<file path="src/rtl/radar_sweep_ctrl.sv">
// radar_sweep_ctrl: locks target playback onto antenna rotation.
// ARP restarts a sweep, ACP steps the azimuth index and fetches the next
// azimuth block over a REQ/ACK handshake, TRIG releases a playback strobe
// once the current block is resident.
module radar_sweep_ctrl #(
    parameter int DATA_WIDTH = 32,
    parameter int ADDR_WIDTH = 16
) (
    input  logic                  SYS_CLK,
    input  logic                  RESETN,
    input  logic                  ARP,
    input  logic                  ACP,
    input  logic                  TRIG,
    input  logic                  ENABLE,
    input  logic                  CALIBRATED,
    input  logic [DATA_WIDTH-1:0] ACP_CNT,
    output logic                  LOAD_REQ,
    output logic [ADDR_WIDTH-1:0] LOAD_ADDR,
    input  logic                  LOAD_ACK,
    output logic [ADDR_WIDTH-1:0] AZ_IDX,
    output logic                  SWEEP_START,
    output logic                  TRIG_OUT,
    output logic                  RUNNING,
    output logic [DATA_WIDTH-1:0] SWEEP_CNT,
    output logic [3:0]            STATUS
);

    localparam logic [2:0] ST_IDLE     = 3'd0;
    localparam logic [2:0] ST_WAIT_CAL = 3'd1;
    localparam logic [2:0] ST_WAIT_ARP = 3'd2;
    localparam logic [2:0] ST_RUN      = 3'd3;
    localparam logic [2:0] ST_STOP     = 3'd4;

    // Comparison width wide enough for ACP_CNT, AZ_IDX and 2^ADDR_WIDTH.
    localparam int CW = ((DATA_WIDTH > ADDR_WIDTH) ? DATA_WIDTH : ADDR_WIDTH) + 1;

    logic [2:0]            state, state_nxt;
    logic [2:0]            arp_sync, acp_sync, trig_sync;
    logic                  arp_evt, acp_evt, trig_evt;
    logic [CW-1:0]         acp_cnt_x, az_idx_x;
    logic                  cfg_ok, at_last;
    logic                  arp_take, acp_step, ovf_set, trig_fire, tmiss_set;
    logic                  cfg_set, lmiss_set, clr_stats;
    logic                  issue;
    logic [ADDR_WIDTH-1:0] issue_addr;
    logic                  block_valid;
    logic                  pend_vld;
    logic [ADDR_WIDTH-1:0] pend_addr;
    logic                  cfg_err, acp_ovf, load_miss, trig_miss;

    // Rising-edge detection on the resynchronised pulses: bit1 is s2, bit2 is s3.
    assign arp_evt  = arp_sync[1]  & ~arp_sync[2];
    assign acp_evt  = acp_sync[1]  & ~acp_sync[2];
    assign trig_evt = trig_sync[1] & ~trig_sync[2];

    // ACP_CNT must lie in 1..2^ADDR_WIDTH so every index fits in AZ_IDX.
    assign acp_cnt_x = CW'(ACP_CNT);
    assign az_idx_x  = CW'(AZ_IDX);
    assign cfg_ok    = (acp_cnt_x != '0) && (acp_cnt_x <= (CW'(1) << ADDR_WIDTH));
    assign at_last   = ((az_idx_x + CW'(1)) == acp_cnt_x);

    assign STATUS = {cfg_err, acp_ovf, load_miss, trig_miss};

    // Two-stage synchroniser plus delay stage for each raw pulse input.
    always_ff @(posedge SYS_CLK or negedge RESETN) begin
        if (!RESETN) begin
            arp_sync  <= '0;
            acp_sync  <= '0;
            trig_sync <= '0;
        end else begin
            arp_sync  <= {arp_sync[1:0], ARP};
            acp_sync  <= {acp_sync[1:0], ACP};
            trig_sync <= {trig_sync[1:0], TRIG};
        end
    end

    // Next-state and per-cycle event decisions; ARP outranks a same-cycle ACP.
    always_comb begin
        state_nxt  = state;
        arp_take   = 1'b0;
        acp_step   = 1'b0;
        ovf_set    = 1'b0;
        trig_fire  = 1'b0;
        tmiss_set  = 1'b0;
        cfg_set    = 1'b0;
        clr_stats  = 1'b0;
        issue      = 1'b0;
        issue_addr = '0;
        case (state)
            ST_IDLE: begin
                if (ENABLE) begin
                    state_nxt = ST_WAIT_CAL;
                    clr_stats = 1'b1;
                end
            end
            ST_WAIT_CAL: begin
                if (!ENABLE) begin
                    state_nxt = ST_STOP;
                end else if (CALIBRATED) begin
                    if (cfg_ok) state_nxt = ST_WAIT_ARP;
                    else        cfg_set   = 1'b1;
                end
            end
            ST_WAIT_ARP: begin
                if (!ENABLE) begin
                    state_nxt = ST_STOP;
                end else if (arp_evt) begin
                    state_nxt = ST_RUN;
                    arp_take  = 1'b1;
                end
            end
            ST_RUN: begin
                if (!ENABLE) begin
                    state_nxt = ST_STOP;
                end else begin
                    if (arp_evt) begin
                        arp_take = 1'b1;
                    end else if (acp_evt) begin
                        if (at_last) ovf_set  = 1'b1;
                        else         acp_step = 1'b1;
                    end
                    if (trig_evt) begin
                        if (block_valid) trig_fire = 1'b1;
                        else             tmiss_set = 1'b1;
                    end
                end
            end
            ST_STOP: begin
                if (!LOAD_REQ) state_nxt = ST_IDLE;
            end
            default: state_nxt = ST_IDLE;
        endcase
        if (arp_take) begin
            issue      = 1'b1;
            issue_addr = '0;
        end else if (acp_step) begin
            issue      = 1'b1;
            issue_addr = AZ_IDX + ADDR_WIDTH'(1);
        end
        lmiss_set = issue & LOAD_REQ;
    end

    // Sequencer state, sweep bookkeeping, strobes and sticky status flags.
    always_ff @(posedge SYS_CLK or negedge RESETN) begin
        if (!RESETN) begin
            state       <= ST_IDLE;
            RUNNING     <= 1'b0;
            SWEEP_START <= 1'b0;
            TRIG_OUT    <= 1'b0;
            AZ_IDX      <= '0;
            SWEEP_CNT   <= '0;
            cfg_err     <= 1'b0;
            acp_ovf     <= 1'b0;
            load_miss   <= 1'b0;
            trig_miss   <= 1'b0;
        end else begin
            state       <= state_nxt;
            RUNNING     <= (state_nxt == ST_RUN);
            SWEEP_START <= arp_take;
            TRIG_OUT    <= trig_fire;
            if (arp_take)      AZ_IDX <= '0;
            else if (acp_step) AZ_IDX <= issue_addr;
            if (clr_stats) begin
                SWEEP_CNT <= '0;
                cfg_err   <= 1'b0;
                acp_ovf   <= 1'b0;
                load_miss <= 1'b0;
                trig_miss <= 1'b0;
            end else begin
                if (arp_take)  SWEEP_CNT <= SWEEP_CNT + DATA_WIDTH'(1);
                if (cfg_set)   cfg_err   <= 1'b1;
                if (ovf_set)   acp_ovf   <= 1'b1;
                if (lmiss_set) load_miss <= 1'b1;
                if (tmiss_set) trig_miss <= 1'b1;
            end
        end
    end

    // Loader handshake with a one-entry pending slot that keeps only the newest index.
    always_ff @(posedge SYS_CLK or negedge RESETN) begin
        if (!RESETN) begin
            LOAD_REQ    <= 1'b0;
            LOAD_ADDR   <= '0;
            block_valid <= 1'b0;
            pend_vld    <= 1'b0;
            pend_addr   <= '0;
        end else if (LOAD_REQ) begin
            if (issue) begin
                pend_vld  <= 1'b1;
                pend_addr <= issue_addr;
            end
            if (LOAD_ACK) begin
                LOAD_REQ    <= 1'b0;
                block_valid <= !(pend_vld || issue);
            end
        end else if (issue) begin
            LOAD_REQ    <= 1'b1;
            LOAD_ADDR   <= issue_addr;
            block_valid <= 1'b0;
            pend_vld    <= 1'b0;
        end else if (pend_vld && (state == ST_RUN)) begin
            LOAD_REQ  <= 1'b1;
            LOAD_ADDR <= pend_addr;
            pend_vld  <= 1'b0;
        end else if (state != ST_RUN) begin
            pend_vld <= 1'b0;
        end
    end

endmodule

</file>
<file path="config.mk">
export PLATFORM = sky130hd
export DESIGN_NAME = radar_sweep_ctrl
export DESIGN_NICKNAME = d
export VERILOG_FILES = /design/src/rtl/radar_sweep_ctrl.sv
export SDC_FILE = /design/constraint.sdc
export NUM_CORES = 1
export LEC_CHECK = 0
export CAP_MARGIN = 20
export CORE_UTILIZATION = 50
export DETAILED_ROUTE_END_ITERATION = 10
export GPL_TIMING_DRIVEN = 0
export PLACE_DENSITY = 0.84
export SKIP_CTS_REPAIR_TIMING = 1
export SLEW_MARGIN = 20
export SYNTH_ARGS = -nofsm -noshare
export SYNTH_HDL_FRONTEND = slang
export SYNTH_SLANG_ARGS = --single-unit
</file>
<file path="constraint.sdc">
create_clock -name SYS_CLK -period 7.3 [get_ports SYS_CLK]
set_clock_uncertainty 0.15 [all_clocks]
set_input_delay 0.73 -clock SYS_CLK [delete_from_list [all_inputs] [get_ports SYS_CLK]]
set_output_delay 0.73 -clock SYS_CLK [all_outputs]
set_load 0.02 [all_outputs]
</file>
### Word level (Yosys, flattened, before mapping)

Index checks and enable logic that the tools add are counted.
W data, S select, Z words.

| storage, ports and cells | value |
|---|---|
| bits in registers | 102 |
| logic and storage cells | 125 |

| cells by class | value |
|---|---|
| equal/unequal tests | 9 |
| bitwise logic cells | 8 |
| $add $sub $neg | 3 |
| muxes and demuxes | 66 |
| order comparisons | 1 |
| reduce and logical (&&, ||, !) cells | 20 |

Operators by type and width:

| kind | count |
|---|---|
| $mux W16 | 6 |
| $mux W32 | 2 |
| $mux W1 | 49 |
| $reduce_bool A33 Y1 | 1 |
| $add A32 B1 Y32 const B | 1 |
| $eq A17 B32 Y1 | 1 |
| $le A32 B17 Y1 const B | 1 |
| $mux W3 | 8 |
| $add A16 B1 Y17 const B | 1 |
| $add A16 B1 Y16 const B | 1 |
| $reduce_bool A2 Y1 | 8 |
| $pmux W3 S5 | 1 |
| $eq A3 B2 Y1 const B | 3 |
| $reduce_and A2 Y1 | 4 |
| $and A1 B1 Y1 | 4 |
| $ne A2 B1 Y1 const B | 2 |
| $not A1 Y1 | 4 |
| $eq A3 B1 Y1 const B | 1 |
| $eq A3 B3 Y1 const B | 1 |
| $logic_not A3 Y1 | 1 |
| $ne A3 B2 Y1 const B | 1 |
| $reduce_bool A3 Y1 | 1 |
| $logic_and A1 B1 Y1 | 2 |
| $reduce_or A2 Y1 | 1 |
| other kinds (2) | 2 |

### Longest topological paths before layout

| depth | value |
|---|---|
| depth in word-level cells | 13 |
| depth in mapped cells | 14 |

### Worst setup path before layout

Ideal clock, no wire load.

| timing | value |
|---|---|
| path kind | register -> register |
| start | register AZ_IDX[1] |
| end | register LOAD_ADDR[10] |
| slack | 3.670 ns |
| stages on the path, launching flop included | 14 |
| library setup time | 0.081 ns |
| arrival | 3.398 ns |
| cell sequence | dfrtp_1 -> ha_1 -> buf_2 -> nand3_1 -> nor4_1 -> xnor2_1 -> o2111ai_1 -> or4_1 -> or4_1 -> buf_2 -> and2_4 -> buf_6 -> buf_6 -> a31oi_2 |

| on the way | value |
|---|---|
| longest elaborated chain between the ends | 11 |

Ends and longest elaborated chain:

| item | line | RTL |
|---|---|---|
| from (decl) | 20 | `output logic [ADDR_WIDTH-1:0] AZ_IDX,` |
| from (signal assigned) | 162 | `else if (acp_step) AZ_IDX <= issue_addr;` |
| $add A16 B1 Y17 | 60 | `assign at_last = ((az_idx_x + CW'(1)) == acp_cnt_x);` |
| $eq A17 B32 Y1 | 60 |  |
| $mux W1 | 119 | `if (at_last) ovf_set = 1'b1;` |
| $mux W1 | 118 | `end else if (acp_evt) begin` |
| $mux W1 | 116 | `if (arp_evt) begin` |
| $mux W1 | 113 | `if (!ENABLE) begin` |
| $mux W1 | 89 | `case (state)` |
| $mux W1 | 136 | `end else if (acp_step) begin` |
| $mux W1 | 133 | `if (arp_take) begin` |
| $reduce_bool A2 Y1 (no line) | - |  |
| $reduce_and A2 Y1 (no line) | - |  |
| to (signal assigned) | 198 | `LOAD_ADDR <= issue_addr;` |
| to (signal assigned) | 203 | `LOAD_ADDR <= pend_addr;` |
| to (decl) | 18 | `output logic [ADDR_WIDTH-1:0] LOAD_ADDR,` |

Several ways; a longest one is shown, not always the timed one.
A chain may end at the register's enable or synchronous reset.

### Worst setup path after layout

| timing | value |
|---|---|
| start | register AZ_IDX[1] |
| end | register AZ_IDX[10] |

| on the way | value |
|---|---|
| longest elaborated chain between the ends | 11 |

Ends and longest elaborated chain:

| item | line | RTL |
|---|---|---|
| $add A16 B1 Y17 | 60 |  |
| $eq A17 B32 Y1 | 60 |  |
| $mux W1 | 119 |  |
| $mux W1 | 118 |  |
| $mux W1 | 116 |  |
| $mux W1 | 113 |  |
| $mux W1 | 89 |  |
| $mux W16 | 136 |  |
| $mux W16 | 133 |  |
| $mux W16 | 162 |  |
| $mux W16 | 161 | `if (arp_take) AZ_IDX <= '0;` |

Several ways; a longest one is shown, not always the timed one. The select of a mux whose other input is x is not followed.

==> results.sh <==
export IMPL_first_pass_iters=4
export IMPL_numCtsBuffers=9
export IMPL_num_io_pins=112
export IMPL_num_fill_cells=802
export IMPL_p_leak_nw=2.89
export IMPL_fin_util=0.677
export IMPL_ys_dominant_reg_cell="dfrtp_1"
export IMPL_fin_crit_ns=4.39
export IMPL_power_frac_clock=0.358
export IMPL_drive_above_1_share=0.0673
export IMPL_syn_area_mm2=0.00520
export IMPL_track_usage=0.258
export IMPL_syn_instance_count=541
export IMPL_coreArea_mm2=0.00991
export IMPL_crit_required_ns=7.44
export IMPL_yosys_warnings=0
export IMPL_finalSetupTns_ns=0
export IMPL_area_growth_pct=28.8
export IMPL_syn_nets=583
export IMPL_post_drt_via_cell_ratio=5.86
export IMPL_synth_edf_count=0
export IMPL_vias=4699
export IMPL_clk_pin_slew_worst_paths_ns=0.10
export IMPL_fin_nets=706
export IMPL_path_delay_family="simple AND/OR/NAND/NOR gates"
export IMPL_drc_errors=0
export IMPL_max_freq_mhz=228
export IMPL_hpwl_um=10100
export IMPL_drv_cap=0
export IMPL_timing_rr_start="AZ_IDX[1]"
export IMPL_start_util=0.525
export IMPL_cts_tree="yes"
export IMPL_hold_path_class="in2async"
export IMPL_hold_viol=0
export IMPL_grt_first_pass_wirelength_um=22300
export IMPL_seq_area_mm2=0.00255
export IMPL_h_tree_depth=3
export IMPL_maxSlewViolCount=0
export IMPL_worstSkewPairLatency_ns=0.38
export IMPL_cts_root_buf="clkbuf_8"
export IMPL_power_density_mw_per_mm2=148
export IMPL_worst_ep_arrival_time_ns=4.53
export IMPL_grt_pass1_vias=4532
export IMPL_pwr_share_seq=0.577
export IMPL_placement_io_buffers=111
export IMPL_finalSetupViolCount=0
export IMPL_multi_input_area_mm2=0.00241
export IMPL_rsz0062_at_grt="false"
export IMPL_combPwrFrac=0.065
export IMPL_critPathBufInv=2
export IMPL_clkSinkCount=102
export IMPL_cts_path_max_buffers=2
export IMPL_ant_nets=0
export IMPL_switchingPower_uw=233
export IMPL_tightest_slew_ns=0.738
export IMPL_max_stage_delay_ns=0.62
export IMPL_synthArstFlopShare=1.00
export IMPL_wirelength_um=13400
export IMPL_rows=36
export IMPL_synth_area_per_cell_um2=9.62
export IMPL_grt_overflow_total=0
export IMPL_antenna_found_initial=0
export IMPL_die_h_um=104
export IMPL_crit_chain="ha_1 > buf_2 > nand3_1 > nor4_1 > xnor2_1 > o2111ai_1 > or4_1 > nor3_1 > o21ai_1 > clkbuf_1 > o21ai_1"
export IMPL_r2r_slack_ns=2.91
export IMPL_crit_path_start_kind="flip-flop"
export IMPL_crit_path_end_kind="flip-flop"
export IMPL_status="complete, no violations"
export IMPL_ys_seq_area_frac=0.490
export IMPL_r2r_end="AZ_IDX[10]"
export IMPL_dieArea_mm2=0.0108
export IMPL_gp_congestion=0.925
export IMPL_period_share=0.601
export IMPL_grt_max_degree=57
export IMPL_detail_route_wl_per_cell_um=16.7
export IMPL_antenna_cells=0
export IMPL_peakVddDrop_v=0.0000955
export IMPL_cp_common_cell="o21ai_1"
export IMPL_first_iter_violations=277
export IMPL_crit_slowest_cell="nor4_1"
export IMPL_die_x_um=104
export IMPL_slew_headroom=0.503
export IMPL_p_sw_frac=0.234
export IMPL_critPathMaxFanout=10
export IMPL_critPathKind="reg2reg"
export IMPL_synth_cell_types=47
export IMPL_rr_worst_depth=11
export IMPL_ys_ff_latch=102
export IMPL_internal_power_uw=761
## cells by family after synthesis
group / Yosys count / synth area share
AO/OA/AOI/OAI: 119 / 0.161
XOR/XNOR: 54 / 0.0909
adder cells (fa/ha/maj): 2 / 0.00481
buffers and inverters: 52 / 0.0457
flip-flops: 102 / 0.490
AND/OR/NAND/NOR: 212 / 0.207
## flip-flops by register name, summed over array words and instances (netlist names)
register     flops
block_valid      1
acp_ovf          1
pend_vld         1
SWEEP_CNT       32
trig_miss        1
arp_sync         3
cfg_err          1
acp_sync         3
trig_sync        3
RUNNING          1
LOAD_REQ         1
load_miss        1
SWEEP_START      1
pend_addr       16
state            3
LOAD_ADDR       16
TRIG_OUT         1
AZ_IDX          16
## metal layers
layer  wire length [um]  share of wire  GRT usage
met5                  0              0          0
met4                219          0.016     0.0969
met3                774          0.058     0.0376
met2               6610           0.49      0.429
met1               5770           0.43      0.342
## power by group through the flow
stage / sequential [mW] / combinational (mW) / clock [mW]
after floorplan: 0.584 / 0.0210 / 0
after global placement: 0.584 / 0.0622 / 0
after detailed placement: 0.584 / 0.0657 / 0
after global routing: 0.574 / 0.0720 / 0.382
final: 0.573 / 0.0650 / 0.356
after CTS: 0.573 / 0.0658 / 0.360
## placed cells by master, fill, tap and decap left out, types with 13 or more instances in the layout
cell type and count:
a21oi_1 25, clkbuf_1 19, clkdlybuf4s50_1 110, dfrtp_1 102, inv_1 20, nand2_1 45
nand3_1 29, nand4_1 15, nor2_1 44, nor3_1 13, o211ai_1 32, o21ai_1 15
or3_1 14, xnor2_1 25, xor2_1 29
## how the worst max path moves through the flow
stage,slack (ns),end,start,cells past startpoint
floorplan,3.67,LOAD_ADDR[10],AZ_IDX[1],13
global placement,1.71,SWEEP_CNT[25],RESETN,1
detailed placement,3.04,LOAD_ADDR[1],AZ_IDX[1],11
CTS,2.99,LOAD_ADDR[1],AZ_IDX[1],11
global route,2.70,LOAD_ADDR[1],AZ_IDX[1],11
finish,2.91,AZ_IDX[10],AZ_IDX[1],11
## per-stage QoR
| step | total power, mW | cells | hold WS (ns) | instance area, um^2 | setup slack [ns] |
|---|---|---|---|---|---|
| 4_1_cts | 0.999 | 802 | 0.132 | 6710 | 2.99 |
| 6_report | 0.994 | 802 | 0.121 | 6710 | 2.91 |
| 3_5_place_dp | 0.650 | 786 | 0.191 | 6510 | 3.04 |
| 2_1_floorplan | 0.605 | 541 | 0.181 | 5200 | 3.67 |
| 3_3_place_gp | 0.647 | 785 | 0.181 | 6480 | 1.71 |
| 5_1_grt | 1.03 | 802 | 0.145 | 6710 | 2.70 |
## layout make-up
| class | instances | area share |
|---|---|---|
| multi-input cells | 387 | 0.360 |
| repair buffers | 112 | 0.170 |
| well taps | 133 | 0.0248 |
| flip-flops and latches | 102 | 0.381 |
| plain buffers | 30 | 0.0231 |
| clock buffers | 9 | 0.0185 |
| inverters | 22 | 0.0123 |
| clock inverters | 7 | 0.0106 |
## synthesized netlist by cell type (12+ instances only)
library cell	count	area [um^2]
nand4_1	15	93.8
inv_1	20	75.1
or3_1	14	87.6
nand2_1	45	169
clkbuf_1	19	71.3
o21ai_0	12	60.1
o211ai_1	32	240
nor2_1	44	165
o21ai_1	15	75.1
and3_1	12	75.1
xor2_1	29	254
nand3_1	29	145
xnor2_1	25	219
dfrtp_1	102	2550
nor4_1	12	75.1
nor3_1	13	65.1
a21oi_1	25	125
(Power assumes the default switching activity.)
